**src/rtl/tile_out_collector_if.sv**
```systemverilog
// ----------------------------------------------------------------------------
// tile_out_collector_if
// Groups the tile-side input signals and the consumer-side FIFO output
// signals of tile_out_collector into one bundle.
//   slave  : the collector (takes tile inputs and io_out_ready, drives outputs)
//   master : the environment (tile plus consumer)
// Signals:
//   io_in_c                 signed 136-bit accumulator result from the tile
//   io_in_control_propagate propagate flag accompanying the result
//   io_in_valid             result valid (no backpressure toward the tile)
//   io_out_valid            FIFO head entry valid
//   io_out_ready            consumer accepts the head entry
//   io_out_bits_data        saturated signed 32-bit result
//   io_out_bits_sat         saturation occurred on this entry
//   io_out_bits_row         row index of this entry within its block
//   io_out_bits_first       this entry is row 0 of a block
//   io_overflow             sticky flag, an input was dropped
//   io_count                current FIFO occupancy
// ----------------------------------------------------------------------------
interface tile_out_collector_if #(
    parameter int DEPTH = 4
);
    localparam int CW = $clog2(DEPTH) + 1;

    logic signed [135:0] io_in_c;
    logic                io_in_control_propagate;
    logic                io_in_valid;
    logic                io_out_valid;
    logic                io_out_ready;
    logic [31:0]         io_out_bits_data;
    logic                io_out_bits_sat;
    logic [3:0]          io_out_bits_row;
    logic                io_out_bits_first;
    logic                io_overflow;
    logic [CW-1:0]       io_count;

    modport master (
        output io_in_c, io_in_control_propagate, io_in_valid, io_out_ready,
        input  io_out_valid, io_out_bits_data, io_out_bits_sat,
               io_out_bits_row, io_out_bits_first, io_overflow, io_count
    );

    modport slave (
        input  io_in_c, io_in_control_propagate, io_in_valid, io_out_ready,
        output io_out_valid, io_out_bits_data, io_out_bits_sat,
               io_out_bits_row, io_out_bits_first, io_overflow, io_count
    );
endinterface

```
**src/rtl/tile_out_collector.sv**
```systemverilog
// ----------------------------------------------------------------------------
// tile_out_collector
// Collects results from a mesh tile, saturates them to signed 32 bits, tags
// each with its row index within the current block, and buffers them in a
// first-word-fall-through FIFO for a downstream consumer. The tile cannot be
// stalled, so an input arriving while the FIFO is full (and not popping) is
// dropped and a sticky overflow flag is raised.
// Ports:
//   clock  rising-edge clock
//   reset  synchronous active-high reset
//   bus    tile_out_collector_if.slave (tile inputs, FIFO outputs, status)
// Parameters:
//   DEPTH  FIFO entries (power of two, >= 2)
//   ROWS   rows per block; the row index wraps after ROWS-1
// ----------------------------------------------------------------------------
module tile_out_collector #(
    parameter int DEPTH = 4,
    parameter int ROWS  = 16
) (
    input  logic                 clock,
    input  logic                 reset,
    tile_out_collector_if.slave  bus
);
    localparam int PW = $clog2(DEPTH);
    localparam int CW = PW + 1;
    localparam int EW = 38;  // {first, row[3:0], sat, data[31:0]}

    logic [EW-1:0] r_mem [DEPTH];
    logic [PW-1:0] r_wr_ptr;
    logic [PW-1:0] r_rd_ptr;
    logic [CW-1:0] r_count;
    logic [3:0]    r_row;
    logic          r_prev_prop;
    logic          r_overflow;

    logic          w_pos_ovf;
    logic          w_neg_ovf;
    logic [31:0]   w_sat_data;
    logic          w_sat;
    logic [3:0]    w_entry_row;
    logic [3:0]    w_next_row;
    logic          w_full;
    logic          w_pop;
    logic          w_push;
    logic          w_drop;
    logic [EW-1:0] w_entry;
    logic [EW-1:0] w_head;

    // Out of range above: non-negative with any bit above bit 30 set.
    // Out of range below: negative with any bit above bit 30 clear.
    always_comb begin
        w_pos_ovf  = ~bus.io_in_c[135] & (|bus.io_in_c[134:31]);
        w_neg_ovf  =  bus.io_in_c[135] & ~(&bus.io_in_c[134:31]);
        w_sat      = w_pos_ovf | w_neg_ovf;
        w_sat_data = bus.io_in_c[31:0];
        if (w_pos_ovf) begin
            w_sat_data = 32'h7FFF_FFFF;
        end else if (w_neg_ovf) begin
            w_sat_data = 32'h8000_0000;
        end
    end

    // A change of the propagate flag marks the start of a new block.
    always_comb begin
        w_entry_row = r_row;
        if (bus.io_in_control_propagate != r_prev_prop) begin
            w_entry_row = '0;
        end
        w_next_row = w_entry_row + 4'd1;
        if (w_entry_row == 4'(ROWS - 1)) begin
            w_next_row = '0;
        end
    end

    always_comb begin
        w_full  = (r_count == CW'(DEPTH));
        w_pop   = (r_count != '0) && bus.io_out_ready;
        w_push  = bus.io_in_valid && (!w_full || w_pop);
        w_drop  = bus.io_in_valid && w_full && !w_pop;
        w_entry = {(w_entry_row == 4'd0), w_entry_row, w_sat, w_sat_data};
    end

    always_ff @(posedge clock) begin
        if (reset) begin
            r_wr_ptr    <= '0;
            r_rd_ptr    <= '0;
            r_count     <= '0;
            r_row       <= '0;
            r_prev_prop <= 1'b0;
            r_overflow  <= 1'b0;
        end else begin
            if (w_push) begin
                r_wr_ptr <= r_wr_ptr + 1'b1;
            end
            if (w_pop) begin
                r_rd_ptr <= r_rd_ptr + 1'b1;
            end
            case ({w_push, w_pop})
                2'b10:   r_count <= r_count + 1'b1;
                2'b01:   r_count <= r_count - 1'b1;
                default: r_count <= r_count;
            endcase
            // Row tracking follows every valid input, dropped or not, so the
            // row tags stay aligned with the mesh after an overflow.
            if (bus.io_in_valid) begin
                r_row       <= w_next_row;
                r_prev_prop <= bus.io_in_control_propagate;
            end
            if (w_drop) begin
                r_overflow <= 1'b1;
            end
        end
    end

    // Storage is not reset; only the pointers/count define validity.
    always_ff @(posedge clock) begin
        if (!reset && w_push) begin
            r_mem[r_wr_ptr] <= w_entry;
        end
    end

    assign w_head                = r_mem[r_rd_ptr];
    assign bus.io_out_valid      = (r_count != '0);
    assign bus.io_out_bits_data  = w_head[31:0];
    assign bus.io_out_bits_sat   = w_head[32];
    assign bus.io_out_bits_row   = w_head[36:33];
    assign bus.io_out_bits_first = w_head[37];
    assign bus.io_overflow       = r_overflow;
    assign bus.io_count          = r_count;
endmodule

```
**src/flat_wrapper.sv**
```systemverilog
// flat-port wrapper written by rule: the top's interface ports become plain ports
module tile_out_collector_flat 
#(
    parameter int DEPTH = 4,
    parameter int ROWS  = 16
)
  (clock, reset, bus_io_in_c, bus_io_in_control_propagate, bus_io_in_valid, bus_io_out_ready, bus_io_out_valid, bus_io_out_bits_data, bus_io_out_bits_sat, bus_io_out_bits_row, bus_io_out_bits_first, bus_io_overflow, bus_io_count);
  tile_out_collector_if #(.DEPTH(DEPTH)) bus_i ();
  input  logic clock;
  input  logic reset;
  input wire logic [$bits(bus_i.io_in_c)-1:0] bus_io_in_c;
  input wire logic [$bits(bus_i.io_in_control_propagate)-1:0] bus_io_in_control_propagate;
  input wire logic [$bits(bus_i.io_in_valid)-1:0] bus_io_in_valid;
  input wire logic [$bits(bus_i.io_out_ready)-1:0] bus_io_out_ready;
  output wire logic [$bits(bus_i.io_out_valid)-1:0] bus_io_out_valid;
  output wire logic [$bits(bus_i.io_out_bits_data)-1:0] bus_io_out_bits_data;
  output wire logic [$bits(bus_i.io_out_bits_sat)-1:0] bus_io_out_bits_sat;
  output wire logic [$bits(bus_i.io_out_bits_row)-1:0] bus_io_out_bits_row;
  output wire logic [$bits(bus_i.io_out_bits_first)-1:0] bus_io_out_bits_first;
  output wire logic [$bits(bus_i.io_overflow)-1:0] bus_io_overflow;
  output wire logic [$bits(bus_i.io_count)-1:0] bus_io_count;
  assign bus_i.io_in_c = bus_io_in_c;
  assign bus_i.io_in_control_propagate = bus_io_in_control_propagate;
  assign bus_i.io_in_valid = bus_io_in_valid;
  assign bus_i.io_out_ready = bus_io_out_ready;
  assign bus_io_out_valid = bus_i.io_out_valid;
  assign bus_io_out_bits_data = bus_i.io_out_bits_data;
  assign bus_io_out_bits_sat = bus_i.io_out_bits_sat;
  assign bus_io_out_bits_row = bus_i.io_out_bits_row;
  assign bus_io_out_bits_first = bus_i.io_out_bits_first;
  assign bus_io_overflow = bus_i.io_overflow;
  assign bus_io_count = bus_i.io_count;
  tile_out_collector #(.DEPTH(DEPTH), .ROWS(ROWS)) u_core (.clock(clock), .reset(reset), .bus(bus_i));
endmodule
```
**config.mk**
```make
export PLATFORM = sky130hd
export DESIGN_NAME = tile_out_collector_flat
export DESIGN_NICKNAME = d
export VERILOG_FILES = /design/src/rtl/tile_out_collector_if.sv /design/src/rtl/tile_out_collector.sv /design/src/flat_wrapper.sv
export SDC_FILE = /design/constraint.sdc
export NUM_CORES = 1
export LEC_CHECK = 0
export CAP_MARGIN = 20
export CORE_MARGIN = 10
export CORE_UTILIZATION = 49
export DETAILED_ROUTE_END_ITERATION = 7
export PLACE_DENSITY = 0.8
export SKIP_CTS_REPAIR_TIMING = 1
export SLEW_MARGIN = 20
export SYNTH_ARGS = -nofsm -noshare
export SYNTH_HDL_FRONTEND = slang
export SYNTH_SLANG_ARGS = --single-unit
export TNS_END_PERCENT = 1
```
**constraint.sdc**
```tcl
create_clock -name clock -period 2.7 [get_ports clock]
set_input_delay 0.54 -clock clock [delete_from_list [all_inputs] [get_ports clock]]
set_output_delay 0.54 -clock clock [all_outputs]
set_load 0.005 [all_outputs]
```
* Yosys cells after proc, flatten, opt, wreduce, memory -nomap -nowiden *
Memory sizes are Yosys's and may differ from the RTL's. A register that Yosys moved wholly into a read port is not among the register bits.
Index checks and enable logic that the tools add are counted.

storage, ports and cells
  memories = 1
  bits of input ports = 141
  output and inout bits = 43
  bits in writable memories = 152
  register bits = 13

memories
  memory        words  width  rd ports  clocked after memory_dff  write ports  line                      source
  u_core.r_mem  4      38     1         1                         1            tile_out_collector.sv:28  logic [EW-1:0] r_mem [DEPTH];

cells by class
  reduce and logical (&&, ||, !) cells = 14
  equality and inequality tests = 5
  bitwise operators = 5
  add/sub/neg operators = 5
  multiplexer cells = 9

operator list
  kind                 count
  $reduce_and 104->1   1
  $reduce_or 104->1    1
  $mux 32              2
  $mux 4               2
  $pmux 3 s2           1
  $logic_and 1x1->1    5
  $add 2x1->2 const B  2
  $add 4x1->4 const B  1
  $eq 4x4->1 const B   1
  $logic_not 4->1      1
  $mux 2               2
  $add 3x1->3 const B  1
  $eq 3x3->1 const B   1
  $logic_not 1->1      3
  $reduce_bool 3->1    1
  $sub 3x1->3 const B  1
  $and 1x1->1          2
  $eq 2x1->1 const B   1
  $eq 2x2->1 const B   1
  $mux 1               2
  $not 1->1            2
  $reduce_bool 2->1    1
  $logic_or 1x1->1     1
  $ne 1x1->1           1
  $or 1x1->1           1

* Logic depth before layout (Yosys ltp) *
Gate-level depths: netlist of the first run.

  word-level depth = 7
  depth in mapped cells = 9
  depth with buffers taken out = 9

* Worst setup path after synthesis of the first run *
No wires, ideal clock.

  path kind = input port to flip-flop
  from = input bus_io_in_valid
  to = memory u_core.r_mem[0][0] (enable)
  path buffers = 1
  required time = 2301 ps
  setup time = 399 ps
  cell stages on the path = 4
  data arrival time = 2118 ps
  path slack = 183 ps
  path through = clkbuf_1 -> nand2b_1 -> nor2_1 -> and2_1

on the way
  longest elaborated chain between the ends = 4

ends and longest elaborated chain
  what                          line                       source
  start, declared               flat_wrapper.sv:13         input wire logic [$bits(bus_i.io_in_valid)-1:0] bus_io_in_valid;
  $logic_and 1x1->1             tile_out_collector.sv:78   w_push = bus.io_in_valid && (!w_full || w_pop);
  $logic_and 1x1->1             tile_out_collector.sv:117  if (!reset && w_push) begin
  $mux 1                        tile_out_collector.sv:117
  $mux 1 (not written as such)  tile_out_collector.sv:118  r_mem[r_wr_ptr] <= w_entry;
  end, declared                 tile_out_collector.sv:28

No other way between the ends.

==> results.yml, run 1 <==
synthesis:
  synth-seq-area-share_pct: 66.3
  syn_area_sq_um: 7330
  synth_fp_nets: 614
  ys_seq_elements: 167
  syn_avg_cell_area_sq_um: 15.8
  yosysTopAreaCell: "edfxtp_1"
  synth_top_area_share_pct: 62.2
  netlist_instances: 465
  yosys-top-cells-area: "edfxtp_1, mux4_2, dfxtp_1"
  synth_warnings: 0
  netlist-cell-type-count: 33
clock_tree:
  cts_sinks: 167
  clkSlewWorstSetupHoldPaths_ns: 0.06
  ctsHtreeMaxLevel: 4
  cts_root_buf: "clkbuf_16"
  clockBufferDepth: 2
  cts-buffers-inserted: 17
  clk_latency_ns: 0.42
  tritoncts: "done"
grt:
  antenna_found_initial: 0
  grt_first_pass_wirelength_mm: 31.6
  grt_pass1_vias: 5382
  grt_max_degree: 39
  grt_use_total_pct: 20.5
  globalRoute.totalOverflow: 0
hold_path:
  min-delay-start: "u_core.bus.io_overflow$_SDFFE_PP0P_"
  worstHoldPathType: "reg2reg"
floorplanning:
  die_w_um: 142
  core_sq_um: 14600
  die_area_sq_um: 20300
  core.rowCount: 44
  initial_core_util_pct: 50.3
  die_h_um: 142
  pin_count: 184
worst_setup_path:
  cpPeakStageDelay_ns: 0.54
  arrival_ns: 2.07
  worstPathRequired_ns: 2.16
  path_class: "reg2out"
  critical_path.cell_chain: "buf_12 > mux4_2 > clkdlybuf4s50_1"
  crit_path_start_kind: "flop"
  path_max_fanout: 24
  critPathCaptureType: "primary output"
  reg2reg_from: "u_core.bus.io_count[1]$_SDFFE_PP0P_"
  crit_slowest_cell: "mux4_2"
drt:
  drc: 0
  drt_wl_total_mm: 20.8
  vias: 5109
  post_drt_wl_per_cell_um: 24.0
  viasPerCell: 5.89
  dr.pass1.iters: 5
  drt_iter0_drc: 416
  antenna_left: 0
timing:
  rsz0062_at_grt: "no"
  hold_viol_final: 0
  fin_crit_sh_pct: 96.7
  setup_viol: 0
  worst_pin_slew_ns: 0.500
  setup_tns_ns: 0
  fmax_mhz: 383
  slew_headroom_pct: 66.3
  clock-skew-final_ns: 0.00854
  drv_slew: 0
  period_minus_slack_ns: 2.61
pwr:
  power_w: 0.00722
  p_per_area_nw_per_um2: 709
  leakagePower_nw: 3.60
  ir_worst_vdd_v: 0.000491
layout:
  area_growth_pct: 38.7
  layout_common_cells: "clkdlybuf4s50_1, edfxtp_1, inv_1"
  final_common_cell: "clkdlybuf4s50_1"
  drive_above_1_share_pct: 15.1
  nets: 820
  n_fill_cell: 941
  n_antenna_cell: 0
placement:
  globalplace.congestion: 0.946
  portBuffers: 183
  hpwl_mm: 14.8
outcome:
  outcome: "complete, no violations"
run:
  max-cap-violations: 0
-- layer usage --
metal  GRT usage (%)  up-vias  routed length, um
li1                -     2301                  -
met1            25.1     2567               7940
met2            35.2      215              11000
met3            4.81       26               1420
met4            6.71        0                451
met5               0        -                  0
-- cell type report --
| cell class | count | area, sq um | area share [%] |
|---|---|---|---|
| repair buffers | 211 | 2120 | 20.9 |
| multi-input cells | 234 | 2190 | 21.5 |
| inverters | 40 | 150 | 1.48 |
| flip-flops and latches | 167 | 4870 | 47.8 |
| clock inverters | 13 | 185 | 1.82 |
| well taps | 184 | 230 | 2.26 |
| clock buffers | 18 | 429 | 4.22 |
-- kinds of logic (layout without fill, tap and decap cells) --
logic type | count (synthesis) | in the layout | share of synthesized area (%)
and+or+nand+nor | 105 | 105 | 8.60
buffers and inverters | 64 | 282 | 4.08
adders and majority gates | 8 | 8 | 1.47
xor gates and xnor gates | 6 | 6 | 0.717
muxes | 41 | 41 | 12.1
AOI/OAI and AO/OA | 74 | 74 | 6.72
DFF | 167 | 167 | 66.3
-- flip-flops by register name (all words and copies together), names as in the netlist, named ones only --
name                    cells
u_core.r_mem              152
u_core.r_row                4
u_core.bus.io_count         3
u_core.r_rd_ptr             2
u_core.r_wr_ptr             2
u_core.bus.io_overflow      1
u_core.r_prev_prop          1
-- cells in the mapped netlist, drive strengths merged --
| cell type | number |
|---|---|
| edfxtp | 152 |
| inv | 40 |
| mux4 | 38 |
| nand4 | 33 |
| nor4 | 33 |
| a21o | 31 |
| a31oi | 31 |
| buf | 18 |
| nor2 | 17 |
| dfxtp | 15 |
| ha | 7 |
| a21oi | 6 |
| and2 | 6 |
| clkbuf | 6 |
| nand2 | 5 |
| o21ai | 4 |
| mux2i | 3 |
| nand3 | 3 |
| xnor2 | 3 |
| xor2 | 3 |
| nand2b | 2 |
| or3 | 2 |
| a211oi | 1 |
| a2bb2oi | 1 |
| and3b | 1 |
| fa | 1 |
| nor3 | 1 |
| nor3b | 1 |
| nor4b | 1 |
-- worst paths after layout --
| path | end | slack (ns) | cells after the start |
|---|---|---|---|
| max | bus_io_out_bits_data[25] | 0.09 | 3 |
| min | u_core.bus.io_overflow$_SDFFE_PP0P_ | 0.50 | 2 |
| max reg2reg | u_core.bus.io_count[2]$_SDFFE_PP0P_ | 0.47 | 8 |
| min reg2reg | u_core.bus.io_overflow$_SDFFE_PP0P_ | 0.50 | 2 |
-- power by group --
group | total (W) | switching, W | internal (W)
Clock | 0.00253 | 0.000910 | 0.00161
Combinational | 0.00167 | 0.000664 | 0.00100
Sequential | 0.00303 | 0.0000621 | 0.00297
Total | 0.00722 | 0.00164 | 0.00558
-- per-stage QoR --
step	worst slack (ns)	instances	hold WS, ns	area, sq um	utilization (%)
after global routing	0.00346	867	0.546	10200	69.7
after detailed placement	-0.187	836	0.487	9550	65.5
after global placement	-0.203	836	0.453	9550	65.5
final	0.0897	867	0.501	10200	69.7
after CTS	-0.000488	867	0.506	10200	69.7
after floorplan	0.183	465	0.459	7330	-
-- critical path, delay by kind of cell (launching register included) --
family | cells | cell delay [ns]
flops | 1 | 0.36
mux | 1 | 0.54
buf+inv | 2 | 0.75
(Power assumes the default switching activity.)
==> run 2, diff against run 1 <==
--- a/config.mk
+++ b/config.mk
@@ -6,10 +6,11 @@
 export NUM_CORES = 1
 export LEC_CHECK = 0
 export CAP_MARGIN = 20
+export CORE_ASPECT_RATIO = 1.1
 export CORE_MARGIN = 10
-export CORE_UTILIZATION = 49
+export CORE_UTILIZATION = 45
 export DETAILED_ROUTE_END_ITERATION = 7
-export PLACE_DENSITY = 0.8
+export PLACE_DENSITY = 0.77
 export SKIP_CTS_REPAIR_TIMING = 1
 export SLEW_MARGIN = 20
 export SYNTH_ARGS = -nofsm -noshare
==> constraint.sdc (replaced) <==
create_clock -name clock -period 2.4 [get_ports clock]
set_input_delay 0.48 -clock clock [delete_from_list [all_inputs] [get_ports clock]]
set_output_delay 0.48 -clock clock [all_outputs]
set_load 0.005 [all_outputs]
==> run 2 against run 1 <==
The run now ends with setup timing left. Flip-flop and latch count unchanged. Via count up 1.6%. Clock skew down 0.00090 ns. Worst hold slack worse by 0.0059 ns. Cell count up 3.8%. Clock-buffer cell count unchanged. Global-route usage down 1.1 points. Sequential power up 13%. Total power up 14%. Core utilization down 3.4 points. Register-to-register slack worse by 0.33 ns. Sequential share of layout area down 1.5 points. Largest power group unchanged.
==> results.yml, run 2 (synthesized netlist as in run 1, its figures left out) <==
floorplanning:
  core_sq_um: 15900
  core.rowCount: 48
  die_h_um: 154
  die_w_um: 142
  die_area_sq_um: 21800
  pin_count: 184
  initial_core_util_pct: 46.3
worst_setup_path:
  critical_path.cell_chain: "buf_4 > mux4_2 > clkdlybuf4s50_1"
  path_class: "reg2out"
  path_buf_inv: 2
  critPathCaptureType: "primary output"
  crit_path_start_kind: "flop"
  worstPathRequired_ns: 1.92
  path_max_fanout: 4
  crit_slowest_cell: "mux4_2"
  cp_top_family: "buffers and inverters"
  arrival_ns: 1.99
  cpPeakStageDelay_ns: 0.51
layout:
  top_register: "u_core.r_mem"
  drive_above_1_share_pct: 17.6
  area_growth_pct: 43.4
  layout_common_cells: "edfxtp_1, clkdlybuf4s50_1, inv_1"
  nets: 835
  final_common_cell: "edfxtp_1"
  largest_register_ffs: 152
  finalNonFillerCells: 900
  n_fill_cell: 1122
grt:
  grt_max_degree: 39
  grt_pass1_vias: 5315
  grt_first_pass_wirelength_mm: 32.2
  globalRoute.totalOverflow: 0
  antenna_found_initial: 1
  grt_use_total_pct: 19.5
placement:
  portBuffers: 183
  dp_cells: 867
  pre_cts_slack_ns: -0.424
  globalplace.congestion: 1.01
  hpwl_mm: 15.6
outcome:
  outcome: "finished with violations"
  violations: "setup timing"
clock_tree:
  tritoncts: "done"
  clk_latency_ns: 0.43
  clkSlewWorstSetupHoldPaths_ns: 0.06
  cts_root_buf: "clkbuf_16"
  clockBufferDepth: 2
  ctsHtreeMaxLevel: 4
  cts_sinks: 167
  cts-buffers-inserted: 17
timing:
  hold_viol_final: 0
  clock-skew-final_ns: 0.00764
  fin_ws_ns: -0.0661
  worst_pin_slew_ns: 0.483
  period_minus_slack_ns: 2.47
  fin_crit_sh_pct: 103
  setup_viol: 1
  fmax_mhz: 406
  setup_tns_ns: -0.0661
  timing.hold.ws_ns: 0.495
  drv_slew: 0
  slew_headroom_pct: 67.7
  rsz0062_at_grt: "yes"
pwr:
  leakagePower_nw: 4.03
  p_per_area_nw_per_um2: 782
  ir_worst_vdd_v: 0.000657
hold_path:
  worstHoldPathType: "reg2reg"
drt:
  wl_met1_mm: 8.48
  drt_iter0_drc: 437
  post_drt_wl_per_cell_um: 23.9
  viasPerCell: 5.77
  vias: 5192
  drc: 0
  dr_wl_met2_mm: 11.0
  drt_wl_total_mm: 21.5
  antenna_left: 0
  dr.pass1.iters: 5
  highest_layer: "met4"
  wl_met3_mm: 1.53
run:
  max-cap-violations: 0
==> run 2: worst paths after layout <==
kind	depth (start not counted)	endpoint	slack, ns	start
worst max-delay path	3	bus_io_out_bits_data[6]	-0.07	flop
worst min-delay path	2	u_core.bus.io_overflow$_SDFFE_PP0P_	0.49	u_core.bus.io_overflow$_SDFFE_PP0P_
worst max register to register	8	u_core.bus.io_count[2]$_SDFFE_PP0P_	0.14	u_core.bus.io_count[1]$_SDFFE_PP0P_
worst min register to register	2	u_core.bus.io_overflow$_SDFFE_PP0P_	0.49	u_core.bus.io_overflow$_SDFFE_PP0P_
==> run 2: layout make-up <==
class	count	area [sq um]	share of cell area, %
antenna	1	2.50	0.0238
clock buffer	18	429	4.08
multi-input combinational	234	2200	20.9
clock inverter	14	206	1.96
inverter	40	150	1.43
sequential	167	4870	46.3
tap	200	250	2.38
timing repair buffer	226	2410	22.9
==> run 2: report_power, final <==
group          switching [W]  total [W]  internal [W]
Combinational       0.000751    0.00190       0.00115
Sequential         0.0000827    0.00342       0.00334
Clock                0.00107    0.00290       0.00183
Total                0.00190    0.00822       0.00632
==> run 2: worst reg2reg max path: cells and delay by family (launching register included) <==
kind / cells / cell delay [ns]
AOI/OAI and AO/OA: 1 / 0.17
buffers and inverters: 1 / 0.05
and+or+nand+nor: 3 / 0.91
xor gates and xnor gates: 1 / 0.16
adders and majority gates: 2 / 0.55
DFF: 1 / 0.34
==> run 2: metal layers <==
metal	global-route usage, %	vias to the layer above
met5	0	-
met4	7.84	0
met3	5.48	31
met2	31.1	238
met1	24.3	2587
li1	-	2336
==> run 2: per-stage QoR <==
stage,util [%],area [sq um],power (W)
after floorplan,-,7330,0.00431
after CTS,65.6,10400,0.00836
final,66.3,10500,0.00822
after global routing,66.3,10500,0.00857
after global placement,61.6,9770,0.00543
after detailed placement,61.6,9770,0.00546
==> run 3, diff against run 2 <==
--- a/config.mk
+++ b/config.mk
@@ -7,7 +7,7 @@
 export LEC_CHECK = 0
 export CAP_MARGIN = 20
 export CORE_ASPECT_RATIO = 1.1
-export CORE_MARGIN = 10
+export CORE_MARGIN = 2
 export CORE_UTILIZATION = 45
 export DETAILED_ROUTE_END_ITERATION = 7
 export PLACE_DENSITY = 0.77
==> run 3 against run 2 <==
Worst setup slack worse by 0.053 ns. Critical endpoint is now bus_io_out_bits_data[17]. Routed wire length down 1.4%. Total power down 3.4%. First-iteration DRC count up 25%. The run still ends with setup timing left. Critical path type unchanged.
==> results.yml, run 3 (synthesized netlist as in run 1, its figures left out) <==
outcome:
  outcome: "finished with violations"
  violations: "setup timing"
grt:
  grt_use_total_pct: 24.7
  antenna_found_initial: 1
  met3_usage_pct: 5.44
  globalRoute.totalOverflow: 0
  grt_pass1_vias: 5489
  grt_use_met1_pct: 33.4
  grt_first_pass_wirelength_mm: 31.9
  grt_max_degree: 39
  met2_usage_pct: 41.4
  busiest_layer: "met2"
worst_setup_path:
  r2r_cells: 8
  worstPathRequired_ns: 1.92
  path_max_fanout: 9
  cp_num_cells: 3
  crit_path_start_kind: "flop"
  path_buf_inv: 2
  cp_top_family: "buffers and inverters"
  crit_slowest_cell: "mux4_2"
  path_class: "reg2out"
  cpPeakStageDelay_ns: 0.52
  critical_path.cell_chain: "buf_8 > mux4_2 > clkdlybuf4s50_1"
  arrival_ns: 2.04
  critPathCaptureType: "primary output"
drt:
  drt_iter0_drc: 548
  drt_wl_total_mm: 21.2
  dr.pass1.iters: 5
  drc: 0
  post_drt_wl_per_cell_um: 23.4
  vias: 5265
  viasPerCell: 5.80
  antenna_left: 0
pwr:
  power_w: 0.00794
  ir_worst_vdd_v: 0.000840
  pwr-share-comb_pct: 24.8
  switching_share_pct: 24.7
  p_sw_w: 0.00197
  pwr-share-seq_pct: 43.3
  leakagePower_nw: 3.97
  power.internal_w: 0.00598
  p_per_area_nw_per_um2: 753
  p_clk_share_pct: 31.9
run:
  max-cap-violations: 0
floorplanning:
  pin_count: 184
  core_sq_um: 15800
  die_w_um: 126
  die_area_sq_um: 17300
  initial_core_util_pct: 46.4
  core.rowCount: 48
  die_h_um: 138
hold_path:
  worstHoldPathType: "reg2reg"
  min_delay_path_depth: 2
layout:
  nets: 844
  drive_above_1_share_pct: 18.9
  n_antenna_cell: 0
  finalNonFillerCells: 908
  area_growth_pct: 43.8
  layout_common_cells: "clkdlybuf4s50_1, edfxtp_1, inv_1"
  top_register: "u_core.r_mem"
  largest_register_ffs: 152
  final_common_cell: "clkdlybuf4s50_1"
  final_core_util_pct: 66.8
timing:
  clock-skew-final_ns: 0.0115
  worst_pin_slew_ns: 0.473
  period_minus_slack_ns: 2.52
  rsz0062_at_grt: "yes"
  timing.hold.ws_ns: 0.501
  drv_slew: 0
  hold_viol_final: 0
  fmax_mhz: 397
  fin_crit_sh_pct: 105
  fin_ws_ns: -0.119
  setup_viol: 9
  slew_headroom_pct: 68.4
placement:
  hpwl_mm: 14.7
  portBuffers: 183
  globalplace.congestion: 0.947
  dp_cells: 873
  pre_cts_slack_ns: -0.355
clock_tree:
  clk_latency_ns: 0.42
  clockBufferDepth: 2
  tritoncts: "done"
  cts_root_buf: "clkbuf_16"
  clkSlewWorstSetupHoldPaths_ns: 0.06
  ctsHtreeMaxLevel: 4
  cts-buffers-inserted: 17
  cts_sinks: 167
## run 3: cell count changes in the layout (fill, tap and decap cells not counted), moves of 2 or more
cell and change:
bufinv_16 -4, dlymetal6s2s_1 -8, inv_6 +5, buf_4 +6, nor4_1 -2, clkinv_2 -2, nor4_2 +3, clkdlybuf4s50_1 +8
clkbuf_16 +2
## run 3: final timing paths
check / to / slack (ns) / start
setup / recovery: bus_io_out_bits_data[17] / -0.12 / flop
hold / removal: u_core.bus.io_overflow$_SDFFE_PP0P_ / 0.50 / u_core.bus.io_overflow$_SDFFE_PP0P_
setup reg to reg: u_core.bus.io_count[2]$_SDFFE_PP0P_ / 0.24 / u_core.bus.io_count[1]$_SDFFE_PP0P_
hold reg to reg: u_core.bus.io_overflow$_SDFFE_PP0P_ / 0.50 / u_core.bus.io_overflow$_SDFFE_PP0P_
## run 3: metal layers
layer  wire, um  up-vias
li1           -     2356
met1       8460     2629
met2      10900      255
met3       1590       25
met4        327        0
met5          0        -
## run 3: metrics by stage
stage | setup TNS (ns) | instance area [sq um]
floorplan | -6.47 | 7330
global placement | -39.98 | 9820
detailed placement | -38.62 | 9820
CTS | -8.56 | 10400
global route | -1.39 | 10500
finish | -0.815 | 10500
## run 3: cell type report
| class | instances | area (sq um) |
|---|---|---|
| clock buffers | 18 | 429 |
| clock inverters | 14 | 124 |
| fillers | 1087 | 5250 |
| inverters | 40 | 150 |
| multi-input cells | 234 | 2210 |
| flip-flops and latches | 167 | 4870 |
| well taps | 200 | 250 |
| repair buffers | 235 | 2510 |
## run 3: worst register-to-register path, stage by stage (launching register included)
cell,delay (ns)
dfxtp_1,0.36
nor4b_2,0.33
nand2b_1,0.18
ha_1,0.18
inv_1,0.06
fa_1,0.38
xor2_1,0.16
or3_1,0.32
a21oi_1,0.14
## run 3: power by group through the flow
stage	Clock [W]	Sequential, W	Combinational [W]
finish	0.00253	0.00344	0.00197
CTS	0.00257	0.00341	0.00194
global route	0.00267	0.00345	0.00211
global placement	0	0.00346	0.00190
floorplan	0	0.00344	0.000864
detailed placement	0	0.00347	0.00193
